## src/rtl/buffer_pkg.sv

```systemverilog
// ---------------------------------------------------------------------------
// buffer_pkg
// Shared constants and helpers for the stream FIFO buffer.
//   DEFAULT_WIDTH / DEFAULT_DEPTH : default word width and entry count
//   ptr_width()                   : pointer width for a given depth, i.e.
//                                   index bits plus one wrap bit
// ---------------------------------------------------------------------------
package buffer_pkg;

    localparam int DEFAULT_WIDTH = 8;
    localparam int DEFAULT_DEPTH = 4;

    // Index bits plus a wrap bit so full and empty can be told apart.
    function automatic int ptr_width(input int depth);
        return $clog2(depth) + 1;
    endfunction

endpackage

```

## src/rtl/buffer_mem.sv

```systemverilog
// ---------------------------------------------------------------------------
// buffer_mem
// DEPTH x WIDTH storage with one synchronous write port and one
// asynchronous read port. Contents are not reset.
//   clk    : rising-edge clock
//   we     : write enable, wdata stored at waddr on the clock edge
//   waddr  : write index
//   wdata  : write word
//   raddr  : read index
//   rdata  : combinational read of the entry at raddr
// ---------------------------------------------------------------------------
module buffer_mem
    import buffer_pkg::*;
#(
    parameter int WIDTH = DEFAULT_WIDTH,
    parameter int DEPTH = DEFAULT_DEPTH
) (
    input  logic                           clk,
    input  logic                           we,
    input  logic [ptr_width(DEPTH)-2:0]    waddr,
    input  logic [WIDTH-1:0]               wdata,
    input  logic [ptr_width(DEPTH)-2:0]    raddr,
    output logic [WIDTH-1:0]               rdata
);

    logic [WIDTH-1:0] mem_q [DEPTH];
    logic [WIDTH-1:0] mem_d [DEPTH];

    always_comb begin
        mem_d = mem_q;
        if (we) begin
            mem_d[waddr] = wdata;
        end
    end

    // Storage carries no reset; only the pointers define what is valid.
    always_ff @(posedge clk) begin
        mem_q <= mem_d;
    end

    assign rdata = mem_q[raddr];

endmodule

```

## src/rtl/stream_fifo_buffer.sv

```systemverilog
// ---------------------------------------------------------------------------
// stream_fifo_buffer
// First-word-fall-through FIFO with valid/ready handshakes on both sides.
//   clk, rst_n            : clock, asynchronous active-low reset
//   s_valid/s_ready/s_data: producer side; s_ready = !full
//   m_valid/m_ready/m_data: consumer side; m_valid = !empty, m_data is the
//                           oldest word, zero when empty
//   level, almost_full    : word count and level >= AF_THRESH; present only
//                           when the BUFFER_LEVEL_EN macro is defined
// ---------------------------------------------------------------------------
module stream_fifo_buffer
    import buffer_pkg::*;
#(
    parameter int WIDTH     = DEFAULT_WIDTH,
    parameter int DEPTH     = DEFAULT_DEPTH
`ifdef BUFFER_LEVEL_EN
    ,
    parameter int AF_THRESH = DEPTH - 1
`endif
) (
    input  logic                          clk,
    input  logic                          rst_n,
    input  logic                          s_valid,
    output logic                          s_ready,
    input  logic [WIDTH-1:0]              s_data,
    output logic                          m_valid,
    input  logic                          m_ready,
    output logic [WIDTH-1:0]              m_data
`ifdef BUFFER_LEVEL_EN
    ,
    output logic [ptr_width(DEPTH)-1:0]   level,
    output logic                          almost_full
`endif
);

    localparam int PW = ptr_width(DEPTH);
    localparam int AW = PW - 1;

    logic [PW-1:0]    wr_ptr_q, wr_ptr_d;
    logic [PW-1:0]    rd_ptr_q, rd_ptr_d;
    logic             empty, full;
    logic             push, pop;
    logic [WIDTH-1:0] rdata;

    // Flags come only from registered pointers, so s_ready and m_valid have
    // no combinational path from s_valid or m_ready.
    assign empty = (wr_ptr_q == rd_ptr_q);
    assign full  = (wr_ptr_q[AW-1:0] == rd_ptr_q[AW-1:0]) &&
                   (wr_ptr_q[AW] != rd_ptr_q[AW]);

    assign s_ready = ~full;
    assign m_valid = ~empty;

    // A pop while full does not open the input in the same cycle.
    assign push = s_valid & ~full;
    assign pop  = m_ready & ~empty;

    always_comb begin
        wr_ptr_d = wr_ptr_q;
        rd_ptr_d = rd_ptr_q;
        if (push) begin
            wr_ptr_d = wr_ptr_q + PW'(1);
        end
        if (pop) begin
            rd_ptr_d = rd_ptr_q + PW'(1);
        end
    end

    always_ff @(posedge clk or negedge rst_n) begin
        if (!rst_n) begin
            wr_ptr_q <= '0;
            rd_ptr_q <= '0;
        end else begin
            wr_ptr_q <= wr_ptr_d;
            rd_ptr_q <= rd_ptr_d;
        end
    end

    buffer_mem #(
        .WIDTH (WIDTH),
        .DEPTH (DEPTH)
    ) u_mem (
        .clk   (clk),
        .we    (push),
        .waddr (wr_ptr_q[AW-1:0]),
        .wdata (s_data),
        .raddr (rd_ptr_q[AW-1:0]),
        .rdata (rdata)
    );

    // Storage is never cleared, so stale contents are hidden while empty.
    assign m_data = empty ? '0 : rdata;

`ifdef BUFFER_LEVEL_EN
    // Modulo subtraction across the wrap bit yields 0..DEPTH.
    assign level       = wr_ptr_q - rd_ptr_q;
    assign almost_full = (level >= PW'(AF_THRESH));
`endif

endmodule

```

## config.mk

```make
export PLATFORM = sky130hd
export DESIGN_NAME = stream_fifo_buffer
export DESIGN_NICKNAME = d
export VERILOG_FILES = /design/src/rtl/buffer_pkg.sv /design/src/rtl/buffer_mem.sv /design/src/rtl/stream_fifo_buffer.sv
export SDC_FILE = /design/constraint.sdc
export NUM_CORES = 1
export LEC_CHECK = 0
export CORE_MARGIN = 2
export CORE_UTILIZATION = 54
export DETAILED_ROUTE_END_ITERATION = 7
export PLACE_DENSITY = 0.78
export SYNTH_ARGS = -nofsm -noshare
export SYNTH_HDL_FRONTEND = slang
export SYNTH_SLANG_ARGS = --single-unit
```

## constraint.sdc

```tcl
create_clock -name clk -period 1.9 [get_ports clk]
set_input_delay 0.38 -clock clk [delete_from_list [all_inputs] [get_ports clk]]
set_output_delay 0.38 -clock clk [all_outputs]
set_load 0.05 [all_outputs]
```

==> run metrics <==
status=finished, violations left; failing checks=negative setup slack; Final ANT Viol Nets=0; violation count after the first detailed-route iteration=55; Cell variety after synth=22; Slew @ Worst Pin=between 0.3 and 0.4 ns; critical path launch point type=flop; FF-to-FF path depth=6; Clock Skew=0.00381 ns; Achievable Freq=~0.47 GHz; register bit total from synthesis=38; worst r2r dst=u_mem.mem_q[25]; Min Hold Slack=between 0.2 and 0.3 ns; die height=59.9 um; fin. max-slew vios=0; CTS sink count=38; port buffer count=21; largest net degree at the start of global routing=12; RSZ-0062 raised after global routing=yes; Final Wtd Congestion=a little over 0.8; Layout Nets=about 150; dpl hpwl=just over 2000 um; crit share post-route=112%; critical path arrival=about 1.8 ns; Setup-failing EPs final=10; Synth Area per Inst=roughly 18 sq um; CTS Buf Count=5; die area=approximately 3600 sq um; n_diodes=0; worst r2r src=rd_ptr_q[0]; GRT overflow=0; Rows=20; clk slew on worst S/H paths=around 0.10 ns; sequential area share after synthesis=between 60% and 70%; Max Buffers Root-to-Sink=2; cell area after synthesis=about 1700 sq um; final worst setup slack=-0.228 ns; GR Util All Layers=between 20% and 30%; CP startpoint=rd_ptr_q[0]; Synth area leader=edfxtp_1; vias in the first global route=between 1000 and 1500; Avg Vias per Cell=5.73; Max Cap Viol=0; share of cells above drive strength 1=a little over two fifths; final hold viol count=0; synth top area cells=edfxtp_1, mux4_2, dfrtp_1, ha_1, nor2b_1; crit path max fanout=5; commonest non-fill, non-tap cell in the layout=edfxtp_1; crit path to=m_data[3]; global-route wire length before repair=5050 um; WL final=3290 um; wire per inst=roughly 19 um; Mapped Cells=95; syn_nets=between 100 and 150; critical setup path kind=flop to primary output; io pins=22; Hold Path Class=input pin to asynchronous set/reset pin; Crit. End Element=primary output; die width=between 50 and 60 um; Clock Latency Late Sink=between 0.3 and 0.4 ns; R2R Setup Slk=around 0.16 ns; area share of the largest cell type after synthesis=between 50% and 60%; Vias=980; Initial Utilization=56.2%; CP Data Required Time=1.52 ns; drt pass-1 iters=4; Max-slew headroom=74.3%; initial antenna violation count=0; CTS tree=done; Post-route DRC=0; area grow syn2layout=37.0%; Final min period=2.13 ns; Clock Tree Root=clkbuf_4; htree depth=2; YS warnings=0; most frequent cells in the layout=edfxtp_1, buf_6, clkdlybuf4s50_1; core area=roughly 3000 sq um
## worst min-delay path by stage
stage	from	slack, ns	end	depth (start not counted)
3_5_place_dp	wr_ptr_q[2]	0.56	wr_ptr_q[2]	1
6_report	rst_n	0.27	rd_ptr_q[1]	1
4_1_cts	rst_n	0.26	wr_ptr_q[2]	1
3_3_place_gp	wr_ptr_q[2]	0.55	wr_ptr_q[2]	1
5_1_grt	rst_n	0.27	wr_ptr_q[2]	1
2_1_floorplan	rst_n	0.08	rd_ptr_q[0]	0
## Yosys cell counts
cell type / n
edfxtp_1: 32
mux4_2: 8
nor2b_1: 8
dfrtp_1: 6
ha_1: 5
xnor2_1: 5
a21oi_1: 4
inv_1: 4
o31ai_1: 4
and3_1: 3
a211oi_1: 2
nand2b_1: 2
xor2_1: 2
xor2_2: 2
a31oi_2: 1
buf_2: 1
buf_6: 1
nand2_1: 1
nand3_2: 1
nor3_2: 1
o311ai_1: 1
xnor2_2: 1
## critical path, stage by stage, from the launching register on
cell	delay, ns
dfrtp_2	0.47
buf_16	0.16
xor2_4	0.16
nor3_4	0.21
buf_6	0.20
nor2b_4	0.05
buf_6	0.15
## registers in the layout, summed over array words and instances (netlist names)
signal and cells:
rd_ptr_q 3, u_mem.mem_q 32, wr_ptr_q 3
## cell families after synthesis
| group | Yosys count | share of synthesized area (%) |
|---|---|---|
| AO/OA/AOI/OAI | 12 | 5.12 |
| XOR/XNOR | 10 | 6.53 |
| adder cells (fa/ha/maj) | 5 | 3.71 |
| buffers and inverters | 6 | 1.85 |
| flip-flops | 38 | 65.9 |
| multiplexers | 8 | 10.7 |
| AND/OR/NAND/NOR | 16 | 6.23 |
## layout make-up
cell class                      instances  area [sq um]
Clock buffer                            6          41.3
Clock inverter                          2          8.76
Fill cell                             171           692
Inverter                                4          15.0
Multi-Input combinational cell         51           659
Sequential cell                        38          1120
Tap cell                               33          41.3
Timing Repair Buffer                   37           429
## what timing repair did
action | 4_1_cts | 5_1_grt
setup endpoints to repair | 10 | 10
endpoints found under the hold margin | 0 | 0
gates cloned | 2 | 0
hold buffers | 0 | 0
setup buffers | 1 | 1
resized for setup | 35 | 4
pin swaps | 1 | 1
## metal layers
layer / wire (um) / part of all wire [%] / track usage, %
met5: 0 / 0 / 0
met3: 116 / 3.5 / 6.06
met2: 1760 / 54 / 35.2
met1: 1330 / 40 / 24.5
met4: 80 / 2.4 / 12.7
## stage by stage
step	cell area (sq um)	utilization, %	setup TNS [ns]	cells	setup slack [ns]
5_1_grt	2310	77.0	-2.61	171	-0.284
6_report	2310	77.0	-2.02	171	-0.228
4_1_cts	2280	76.0	-2.05	170	-0.215
3_3_place_gp	2050	68.3	0	159	0.158
2_1_floorplan	1690	-	-0.719	95	-0.0899
3_5_place_dp	2050	68.3	0	159	0.0925
Power is left out: the tool's default activity adds up to more than one toggle a clock period on the data nets, which glitch-free logic cannot reach.
